## src/rtl/ms_enc_sched.sv

```systemverilog
`default_nettype none
// ============================================================================
// Module   : ms_enc_sched
// Purpose  : Job sequencer for the range-encoder datapath. On a start pulse it
//            walks i_size symbols out of the symbol BRAM, hands each to the
//            encoder over a valid/ready handshake, issues a single flush
//            request, and writes every byte the encoder emits into the output
//            BRAM. The job ends with a one-cycle o_done and a byte count.
//
// Ports    : i_clk / i_rst       clock, asynchronous active-high reset
//            i_start / i_size    job start pulse (IDLE only) and symbol count
//            o_busy / o_done     job in progress / end-of-job pulse
//            o_byte_cnt          bytes written in the current or last job
//            o_overflow          sticky: a byte arrived with output BRAM full
//            o_sym_re/addr,
//            i_sym_data          symbol BRAM read port (1-cycle latency)
//            o_enc_valid/data,
//            i_enc_ready         symbol handshake towards the encoder
//            o_enc_flush         one-cycle flush request
//            i_byte_vld/i_byte   byte emitted by the encoder
//            i_enc_finish        encoder flush complete
//            o_out_we/addr/data  output BRAM write port (registered)
//            o_err               sticky watchdog error
//
// Options  : `define MS_SCHED_WDT_EN adds an inactivity watchdog on the
//            ISSUE/DRAIN waits (limit WDT_CYCLES) and an ERR exit state.
//            Without it o_err is tied low and those waits are unbounded.
//
// Revision : 1.0 - initial release
// ============================================================================
module ms_enc_sched #(
  parameter int SYM_AW     = 16,
  parameter int OUT_AW     = 16,
  parameter int WDT_CYCLES = 1024
) (
  input  logic              i_clk,
  input  logic              i_rst,
  input  logic              i_start,
  input  logic [31:0]       i_size,
  output logic              o_busy,
  output logic              o_done,
  output logic [OUT_AW:0]   o_byte_cnt,
  output logic              o_overflow,
  output logic              o_sym_re,
  output logic [SYM_AW-1:0] o_sym_addr,
  input  logic [7:0]        i_sym_data,
  output logic              o_enc_valid,
  output logic [7:0]        o_enc_data,
  input  logic              i_enc_ready,
  output logic              o_enc_flush,
  input  logic              i_byte_vld,
  input  logic [7:0]        i_byte,
  input  logic              i_enc_finish,
  output logic              o_out_we,
  output logic [OUT_AW-1:0] o_out_addr,
  output logic [7:0]        o_out_data,
  output logic              o_err
);

  // Largest job size / output capacity, both one bit wider than the address.
  localparam logic [SYM_AW:0] c_sym_max = {1'b1, {SYM_AW{1'b0}}};
  localparam logic [31:0]     c_size_lim = 32'(c_sym_max);
  localparam logic [SYM_AW:0] c_idx_one  = {{SYM_AW{1'b0}}, 1'b1};
  localparam logic [OUT_AW:0] c_out_full = {1'b1, {OUT_AW{1'b0}}};
  localparam logic [OUT_AW:0] c_cnt_one  = {{OUT_AW{1'b0}}, 1'b1};

  typedef enum logic [2:0] {
    S_IDLE    = 3'd0,
    S_FETCH   = 3'd1,
    S_WAIT_RD = 3'd2,
    S_ISSUE   = 3'd3,
    S_FLUSH   = 3'd4,
    S_DRAIN   = 3'd5,
`ifdef MS_SCHED_WDT_EN
    S_DONE    = 3'd6,
    S_ERR     = 3'd7
`else
    S_DONE    = 3'd6
`endif
  } state_t;

  state_t            r_state;
  state_t            w_next_state;

  logic [SYM_AW:0]   r_size;
  logic [SYM_AW:0]   r_idx;
  logic [SYM_AW:0]   w_idx_inc;
  logic [SYM_AW:0]   w_size_clamped;
  logic [7:0]        r_enc_data;

  logic [OUT_AW:0]   r_byte_cnt;
  logic              r_overflow;
  logic              r_out_we;
  logic [OUT_AW-1:0] r_out_addr;
  logic [7:0]        r_out_data;

  logic              w_start_acc;
  logic              w_handshake;
  logic              w_capture_en;
  logic              w_in_err;

  // Oversized requests are clamped so the index can never wrap past the
  // end of the symbol BRAM.
  assign w_size_clamped = (i_size > c_size_lim) ? c_sym_max : i_size[SYM_AW:0];
  assign w_start_acc    = (r_state == S_IDLE) && i_start;
  assign w_handshake    = o_enc_valid && i_enc_ready;
  assign w_idx_inc      = r_idx + c_idx_one;

  // --------------------------------------------------------------------------
  // Optional inactivity watchdog
  // --------------------------------------------------------------------------
`ifdef MS_SCHED_WDT_EN
  localparam int               c_wdt_w    = $clog2(WDT_CYCLES + 1);
  localparam logic [c_wdt_w-1:0] c_wdt_last = c_wdt_w'(WDT_CYCLES - 1);
  localparam logic [c_wdt_w-1:0] c_wdt_one  = c_wdt_w'(1);

  logic [c_wdt_w-1:0] r_wdt;
  logic               r_err;
  logic               w_wdt_activity;
  logic               w_wdt_armed;
  logic               w_wdt_expired;

  assign w_wdt_activity = w_handshake || i_byte_vld || i_enc_finish;
  assign w_wdt_armed    = (r_state == S_ISSUE) || (r_state == S_DRAIN);
  // Fires on the last idle cycle of the window so ERR is entered exactly
  // WDT_CYCLES cycles after the wait began or after the last activity.
  assign w_wdt_expired  = w_wdt_armed && !w_wdt_activity && (r_wdt == c_wdt_last);
  assign w_in_err       = (r_state == S_ERR);
  assign o_err          = r_err;

  always_ff @(posedge i_clk or posedge i_rst) begin
    if (i_rst) begin
      r_wdt <= '0;
    end else if (!w_wdt_armed || w_wdt_activity) begin
      r_wdt <= '0;
    end else begin
      r_wdt <= r_wdt + c_wdt_one;
    end
  end

  always_ff @(posedge i_clk or posedge i_rst) begin
    if (i_rst) begin
      r_err <= 1'b0;
    end else if (w_start_acc) begin
      r_err <= 1'b0;
    end else if (w_next_state == S_ERR) begin
      r_err <= 1'b1;
    end
  end
`else
  logic w_unused_wdt;
  assign w_unused_wdt = (WDT_CYCLES != 0);
  assign w_in_err     = 1'b0;
  assign o_err        = 1'b0;
`endif

  // --------------------------------------------------------------------------
  // Control FSM
  // --------------------------------------------------------------------------
  always_ff @(posedge i_clk or posedge i_rst) begin
    if (i_rst) begin
      r_state <= S_IDLE;
    end else begin
      r_state <= w_next_state;
    end
  end

  always_comb begin
    w_next_state = r_state;
    case (r_state)
      S_IDLE: begin
        if (i_start) begin
          w_next_state = (w_size_clamped == '0) ? S_FLUSH : S_FETCH;
        end
      end
      S_FETCH:   w_next_state = S_WAIT_RD;
      S_WAIT_RD: w_next_state = S_ISSUE;
      S_ISSUE: begin
        if (w_handshake) begin
          w_next_state = (w_idx_inc == r_size) ? S_FLUSH : S_FETCH;
        end
`ifdef MS_SCHED_WDT_EN
        else if (w_wdt_expired) begin
          w_next_state = S_ERR;
        end
`endif
      end
      S_FLUSH: w_next_state = S_DRAIN;
      S_DRAIN: begin
        if (i_enc_finish) begin
          w_next_state = S_DONE;
        end
`ifdef MS_SCHED_WDT_EN
        else if (w_wdt_expired) begin
          w_next_state = S_ERR;
        end
`endif
      end
      S_DONE: w_next_state = S_IDLE;
`ifdef MS_SCHED_WDT_EN
      S_ERR:  w_next_state = S_IDLE;
`endif
      default: w_next_state = S_IDLE;
    endcase
  end

  // --------------------------------------------------------------------------
  // Symbol path: index, captured size and the holding register that keeps
  // o_enc_data stable for the whole ISSUE wait.
  // --------------------------------------------------------------------------
  always_ff @(posedge i_clk or posedge i_rst) begin
    if (i_rst) begin
      r_size     <= '0;
      r_idx      <= '0;
      r_enc_data <= '0;
    end else begin
      if (w_start_acc) begin
        r_size <= w_size_clamped;
        r_idx  <= '0;
      end else if ((r_state == S_ISSUE) && w_handshake) begin
        r_idx <= w_idx_inc;
      end
      // The BRAM returns data the cycle after the FETCH read enable.
      if (r_state == S_WAIT_RD) begin
        r_enc_data <= i_sym_data;
      end
    end
  end

  // --------------------------------------------------------------------------
  // Byte capture: bytes are accepted in every state of an active job; once
  // the output BRAM is full they are dropped and the overflow flag sticks.
  // --------------------------------------------------------------------------
  assign w_capture_en = (r_state != S_IDLE) && !w_in_err;

  always_ff @(posedge i_clk or posedge i_rst) begin
    if (i_rst) begin
      r_byte_cnt <= '0;
      r_overflow <= 1'b0;
      r_out_we   <= 1'b0;
      r_out_addr <= '0;
      r_out_data <= '0;
    end else begin
      r_out_we <= 1'b0;
      if (w_start_acc) begin
        r_byte_cnt <= '0;
        r_overflow <= 1'b0;
      end else if (w_capture_en && i_byte_vld) begin
        if (r_byte_cnt == c_out_full) begin
          r_overflow <= 1'b1;
        end else begin
          r_out_we   <= 1'b1;
          r_out_addr <= r_byte_cnt[OUT_AW-1:0];
          r_out_data <= i_byte;
          r_byte_cnt <= r_byte_cnt + c_cnt_one;
        end
      end
    end
  end

  // --------------------------------------------------------------------------
  // Outputs
  // --------------------------------------------------------------------------
  assign o_busy      = (r_state != S_IDLE) && !w_in_err;
  assign o_done      = (r_state == S_DONE) || w_in_err;
  assign o_sym_re    = (r_state == S_FETCH);
  assign o_sym_addr  = r_idx[SYM_AW-1:0];
  assign o_enc_valid = (r_state == S_ISSUE);
  assign o_enc_data  = r_enc_data;
  assign o_enc_flush = (r_state == S_FLUSH);
  assign o_byte_cnt  = r_byte_cnt;
  assign o_overflow  = r_overflow;
  assign o_out_we    = r_out_we;
  assign o_out_addr  = r_out_addr;
  assign o_out_data  = r_out_data;

endmodule
`default_nettype wire

```

## config.mk

```make
export PLATFORM = sky130hd
export DESIGN_NAME = ms_enc_sched
export DESIGN_NICKNAME = d
export VERILOG_FILES = /design/src/rtl/ms_enc_sched.sv
export SDC_FILE = /design/constraint.sdc
export NUM_CORES = 1
export LEC_CHECK = 0
export ABC_AREA = 1
export BUFFER_PORTS_ARGS = -buffer_cell sky130_fd_sc_hd__buf_2
export CAP_MARGIN = 10
export CORE_UTILIZATION = 55
export CTS_BUF_LIST = sky130_fd_sc_hd__clkbuf_8
export DETAILED_ROUTE_END_ITERATION = 8
export GPL_TIMING_DRIVEN = 1
export HOLD_SLACK_MARGIN = 0.02
export MAX_ROUTING_LAYER = met4
export PLACE_DENSITY = 0.82
export RECOVER_POWER = 50
export SLEW_MARGIN = 20
export SYNTH_ARGS = -nofsm -noshare
export SYNTH_HDL_FRONTEND = slang
export SYNTH_SLANG_ARGS = --single-unit
export TNS_END_PERCENT = 30
```

## constraint.sdc

```tcl
create_clock -name i_clk -period 3.5 [get_ports i_clk]
set_input_delay 0.35 -clock i_clk [delete_from_list [all_inputs] [get_ports i_clk]]
set_output_delay 0.35 -clock i_clk [all_outputs]
set_load 0.005 [all_outputs]
```

==> out/summary.txt, run 1 <==
Synthesized flop and latch total: 88
Async SR Flop Fraction: 1.00
Worst Reg2Reg Path Length in Cells: 12
Post-cts sizing count: 0
Worst-margin pin slew: 2.37 ns
Setup TNS: 0 ns
Post-CTS setup buffers: 0
CORE AREA: 8720 sq um
Antenna violations before repair: 1
Min cycle time layout: 2.40 ns
Maximum number of pins on one net before global-route repair: 65
Die Span Y: 97.1 microns
Fmax: 416 MHz
Critical Path Source Type: primary input
Top-count cell post-synth: nand2_1
Effective utilization at floorplan: 0.570
RSZ-0062 raised after global routing: no
Layout cell share with drive strength beyond 1: 0.230
Post-synthesis mux area share: 0.0181
Post-synth EDFFs: 0
Die area: 9430 sq um
Max VDD drop: 394 uV
Final setup violation count: 0
Yosys cell types: 35
Rows: 34
Maxcap violations: 1
GPL Wtd Cong: 0.896
Synth warn: 0
GRT Residual Overflow: 0
Final period util: 0.687
CP endpoint kind: async pin
Slew Limit Fails: 65
First-pass GRT wire length: 21300 microns
Vias in the first global route: 4587
Post-synth top cells: nand2_1 (172), dfrtp_1 (88), inv_1 (77)
Die Wd: 97.1 microns
Critical path, cell by cell: buf_2 > inv_1 > clkbuf_1
Root Buffer: clkbuf_8
Routed len/inst: 14.6 microns
GRT Util Overall: 0.288
Fraction of the mapped netlist area in compound gates: 0.0873
Min-Delay Path Class: primary input to register
Final Hold Violating Endpoints: 0
Seq/Total Area, Yosys: 0.443
Adder-Cell Fraction of Synth Area: 0.00755
Largest family of logic cells by synthesized area: simple AND/OR/NAND/NOR gates
Xor-xnor portion of the synthesized cell area: 0.0224
Crit path DAT: 2.81 ns
CP max stage delay: 1.65 ns
Mean Syn Cell Area: 7.68 sq um
WL final: 12800 microns
P_leak: 2.95 nW
Ys flop type: dfrtp_1
Post-synth top area share: 0.443
CTS tree: done
Critical path peak fanout: 64
Post-Route Skew: 0.00724 ns
CP Data Required Time: 3.91 ns
Cell Area, Synth: 4970 sq um
I/O pin count: 127
Port buffer count: 125
Clock latency on the worst-skew pair: 0.36 ns
# hold bufs at CTS: 0
Synth top area cells: dfrtp_1 (44%), nand2_1 (13%), nand3_1 (6.3%), inv_1 (5.8%), o21ai_0 (4.4%)
Initial drt markers: 303
DR vias/cell: 5.46
Synth Instances: 648
CTS Buffer Depth: 2
CP max stage cell: inv_1
Routed vias: 4765
Synthesized-area fraction occupied by and/or/nand/nor cells: 0.321
Dpl hpwl: 9660 microns
Drt pass-1 iters: 5
# H-tree levels: 3
Setup CP Type: primary input to async pin
Post-layout util: 0.666
Nets: 816
Power per Cell Area: 660 nW/um^2
Rel. slew slack: -0.584
Largest area contributor in the netlist: dfrtp_1
Clock Sinks: 88
Hold path cells: 3
Worst-path clk slew: 0.09 ns
Violations in the final reports: capacitance limit, slew limit
Synthesized net count: 705
Antenna Nets Post-Route: 0
DRC: 0
Total CTS buffers: 9
Area growth from synthesis to layout: 16.8%
Status: finished with violations
-- layout make-up --
| cell class | instances | area (sq um) |
|---|---|---|
| flip-flops and latches | 88 | 2200 |
| diodes | 1 | 2.50 |
| inverters | 82 | 309 |
| repair buffers | 129 | 633 |
| clock inverters | 6 | 115 |
| well taps | 108 | 135 |
| clock buffers | 10 | 138 |
| fillers | 736 | 2910 |
| multi-input cells | 449 | 2270 |
-- worst max-delay path: cells and delay by family --
kind / cells / cell delay (ns)
buf+inv: 3 / 2.41
-- worst paths after layout --
check	startpoint	endpoint	slack [ns]
max	i_rst	r_idx[9]	1.10
max reg2reg	o_byte_cnt[0]	o_byte_cnt[11]	1.13
min	i_byte[5]	o_out_data[5]	0.18
min reg2reg	o_out_addr[14]	o_out_addr[14]	0.49
min in group asynchronous	i_rst	o_byte_cnt[0]	0.80
max in group i_clk	o_byte_cnt[0]	o_byte_cnt[11]	1.13
-- cell families (layout without fill, tap and decap cells) --
family	Yosys count	count (layout)
buf+inv	111	227
flops	88	88
xor+xnor	8	8
other cells	1	2
compound gates	79	79
mux	8	8
fa+ha+maj	3	3
simple gates	350	350
-- metrics by stage --
stage / hold slack [ns] / worst slack [ns] / std cells / cell area, sq um / total power, mW
floorplan: 0.460 / 0.871 / 648 / 4970 / 2.51
global placement: 0.464 / 1.30 / 856 / 5580 / 2.89
detailed placement: 0.465 / 1.22 / 856 / 5580 / 2.95
CTS: 0.174 / 1.16 / 872 / 5830 / 3.85
global route: 0.193 / 0.572 / 873 / 5810 / 4.10
finish: 0.183 / 1.10 / 873 / 5810 / 3.84
-- registers in the layout, summed over array words and instances, names as in the netlist --
signal      cells
o_out_addr     16
r_size         17
r_idx          17
o_enc_data      8
r_state         3
o_overflow      1
o_out_we        1
o_out_data      8
o_byte_cnt     17
-- placed cells by master (no fill, tap or decap), types with 3 or more instances in the layout --
cell	instances
bufinv_16	3
xor2_1	5
nor2_2	6
nor3_2	3
nor2_4	8
nor3_1	10
inv_2	4
nor4_1	5
nand2_1	172
nand3_1	63
dfrtp_1	88
nor2_1	56
clkbuf_1	12
nand3_2	3
o21ai_0	44
inv_1	77
nand4_1	9
xnor3_1	3
nand2_2	10
ha_1	3
buf_2	113
mux2_2	8
a21oi_1	9
clkbuf_8	10
o22ai_1	20
-- where the power goes --
group / switching (mW) / internal [mW]
clock network: 0.390 / 0.498
registers: 0.246 / 1.28
logic: 0.858 / 0.566
-- layer usage --
layer / global-route usage / wire length [microns] / vias to the layer above
met1: 0.344 / 5110 / 2228
met4: 0.106 / 301 / 0
met5: - / 0 / -
met2: 0.491 / 6470 / 193
met3: 0.0504 / 879 / 32
li1: - / - / 2312
Note: power is estimated with default switching activity, not from simulation.
==> run 2: changes to the inputs <==
==> constraint.sdc (replaced) <==
create_clock -name i_clk -period 2.3 [get_ports i_clk]
set_input_delay 0.23 -clock i_clk [delete_from_list [all_inputs] [get_ports i_clk]]
set_output_delay 0.23 -clock i_clk [all_outputs]
set_load 0.005 [all_outputs]
==> out/summary.txt, run 2 (synthesis results as in run 1) <==
Die Wd: 97.1 microns (unchanged)
Effective utilization at floorplan: 0.570 (unchanged)
Post-cts sizing count: 0 (unchanged)
Dpl hpwl: 9550 microns (was 9660 microns)
Initial drt markers: 309 (was 303)
First-pass GRT wire length: 21300 microns (about the same)
Die Span Y: 97.1 microns (unchanged)
P_leak: 2.98 nW (was 2.95 nW)
Status: finished, final reports clean (was finished with violations)
Setup TNS: 0 ns (unchanged)
# H-tree levels: 3 (unchanged)
Final setup violation count: 0 (unchanged)
I/O pin count: 127 (unchanged)
Critical path peak fanout: 7 (was 64)
Nets: 821 (was 816)
Worst-margin pin slew: 1.16 ns (was 2.37 ns)
Vias in the first global route: 4645 (was 4587)
CTS Buffer Depth: 2 (unchanged)
Final period util: 0.899
Total power: 5.95 mW (was 3.84 mW)
GRT Util Overall: 0.288 (about the same)
Layout cell share with drive strength beyond 1: 0.238 (was 0.230)
Antenna Nets Post-Route: 0 (unchanged)
Slew Limit Fails: 0 (was 65)
WL final: 12800 microns (about the same)
CP Data Required Time: 2.60 ns (was 3.91 ns)
RSZ-0062 raised after global routing: no (unchanged)
CORE AREA: 8720 sq um (unchanged)
Maxcap violations: 0 (was 1)
Port buffer count: 125 (unchanged)
Post-CTS setup buffers: 0 (unchanged)
R2R Path Start: r_idx[0] (was o_byte_cnt[0])
CP max stage cell: dfrtp_1 (was inv_1)
Total CTS buffers: 9 (unchanged)
CP endpoint kind: register (was async pin)
GRT Residual Overflow: 0 (unchanged)
Power per Cell Area: 1010 nW/um^2 (was 660 nW/um^2)
Root Buffer: clkbuf_8 (unchanged)
Routed len/inst: 14.6 microns (about the same)
Comb power frac: 0.373 (was 0.371)
Critical path, cell by cell: ha_1 > nand3_1 > nor2_4 > nand3_1 > nand2_2 > nand2_2 > nand2_1 > nand2_1 > nor2_1 > nand2_1 > nor2_1 > nand3_1 > nand2_1 > nand2_1 > nand2_1 (was buf_2 > inv_1 > clkbuf_1)
Antenna violations before repair: 1 (unchanged)
Min-Delay Path Class: primary input to register (unchanged)
Clock latency on the worst-skew pair: 0.37 ns (was 0.36 ns)
Maximum number of pins on one net before global-route repair: 46 (was 65)
DR vias/cell: 5.40 (was 5.46)
Clk pwr share: 0.241 (was 0.232)
Worst Setup SP: r_idx[0] (was i_rst)
CTS tree: done (unchanged)
Internal Power: 3.70 mW (was 2.34 mW)
Fmax: 483 MHz
Post-Route Skew: 0.00977 ns (was 0.00724 ns)
Fillers: 727 (was 736)
Drt pass-1 iters: 6 (was 5)
Rel. slew slack: 0.228 (was -0.584)
Psw: 2.25 mW (was 1.49 mW)
Rows: 34 (unchanged)
Crit path DAT: 2.37 ns (was 2.81 ns)
Die area: 9430 sq um (unchanged)
Part of the power in registers: 0.386 (was 0.397)
Commonest non-fill, non-tap cell in the layout: nand2_1 (unchanged)
Min cycle time layout: 2.07 ns
Setup CP Type: register to register (was primary input to async pin)
Sw Share: 0.378 (was 0.390)
CP max stage delay: 0.45 ns (was 1.65 ns)
DRC: 0 (unchanged)
CP dominant cell by count: nand2_1
Final Hold Violating Endpoints: 0 (unchanged)
Max VDD drop: 722 uV (was 394 uV)
Clock Sinks: 88 (unchanged)
# hold bufs at CTS: 0 (unchanged)
Most frequent cells in the layout: nand2_1 (171), buf_2 (112), dfrtp_1 (88) (was nand2_1 (172), buf_2 (113), dfrtp_1 (88))
Worst-path clk slew: 0.09 ns (about the same)
Area growth from synthesis to layout: 17.9% (was 16.8%)
GPL Wtd Cong: 0.904 (was 0.896)
Critical Path Source Type: register (was primary input)
HP Start: i_byte[2] (was i_byte[5])
Routed vias: 4733 (was 4765)
run 2: area by class of cell:
type                            count  area [sq um]  area share
Antenna cell                        1          2.50    0.000427
Clock buffer                       10           138      0.0235
Clock inverter                      5           129      0.0220
Inverter                           82           310      0.0529
Multi-Input combinational cell    449          2280       0.388
Sequential cell                    88          2200       0.375
Tap cell                          108           135      0.0230
Timing Repair Buffer              134           672       0.115
run 2: worst paths after layout:
path                                  endpoint  depth (start not counted)  slack, ns
worst min-delay path             o_out_data[2]                          3       0.06
min in group asynchronous       o_byte_cnt[11]                          3       0.23
worst min register to register   o_out_data[4]                          2       0.48
worst max-delay path                r_state[2]                         15       0.23
max in group asynchronous           r_state[0]                          3       1.32
worst max register to register      r_state[2]                         15       0.23
run 2: layer usage:
metal / vias to the layer above / part of all wire / global-route usage
met1: 2217 / 0.41 / 0.339
met5: - / 0 / -
li1: 2313 / - / -
met2: 171 / 0.50 / 0.488
met4: 0 / 0.029 / 0.123
met3: 32 / 0.060 / 0.0511
run 2: critical path, delay by kind of cell (launching register included):
kind                       cells  cell delay [ns]
adders and majority gates      1             0.22
DFF                            1             0.45
and+or+nand+nor               14             1.35
run 2: per-stage QoR:
step	worst slack (ns)	cell area, sq um	hold WS [ns]	instances	util
6_report	0.231	5870	0.0579	877	0.673
5_1_grt	0.0468	5870	0.0642	877	0.673
4_1_cts	0.242	5880	0.0522	876	0.675
3_5_place_dp	0.286	5620	0.440	861	0.644
3_3_place_gp	0.344	5620	0.423	861	0.644
2_1_floorplan	0.526	4980	0.340	648	-
run 2: power by group through the flow:
stage / registers [mW] / clock network, mW / logic (mW)
2_1_floorplan: 2.29 / 0 / 1.54
3_3_place_gp: 2.30 / 0 / 2.15
3_5_place_dp: 2.32 / 0 / 2.21
4_1_cts: 2.29 / 1.44 / 2.23
5_1_grt: 2.36 / 1.48 / 2.48
6_report: 2.30 / 1.43 / 2.22
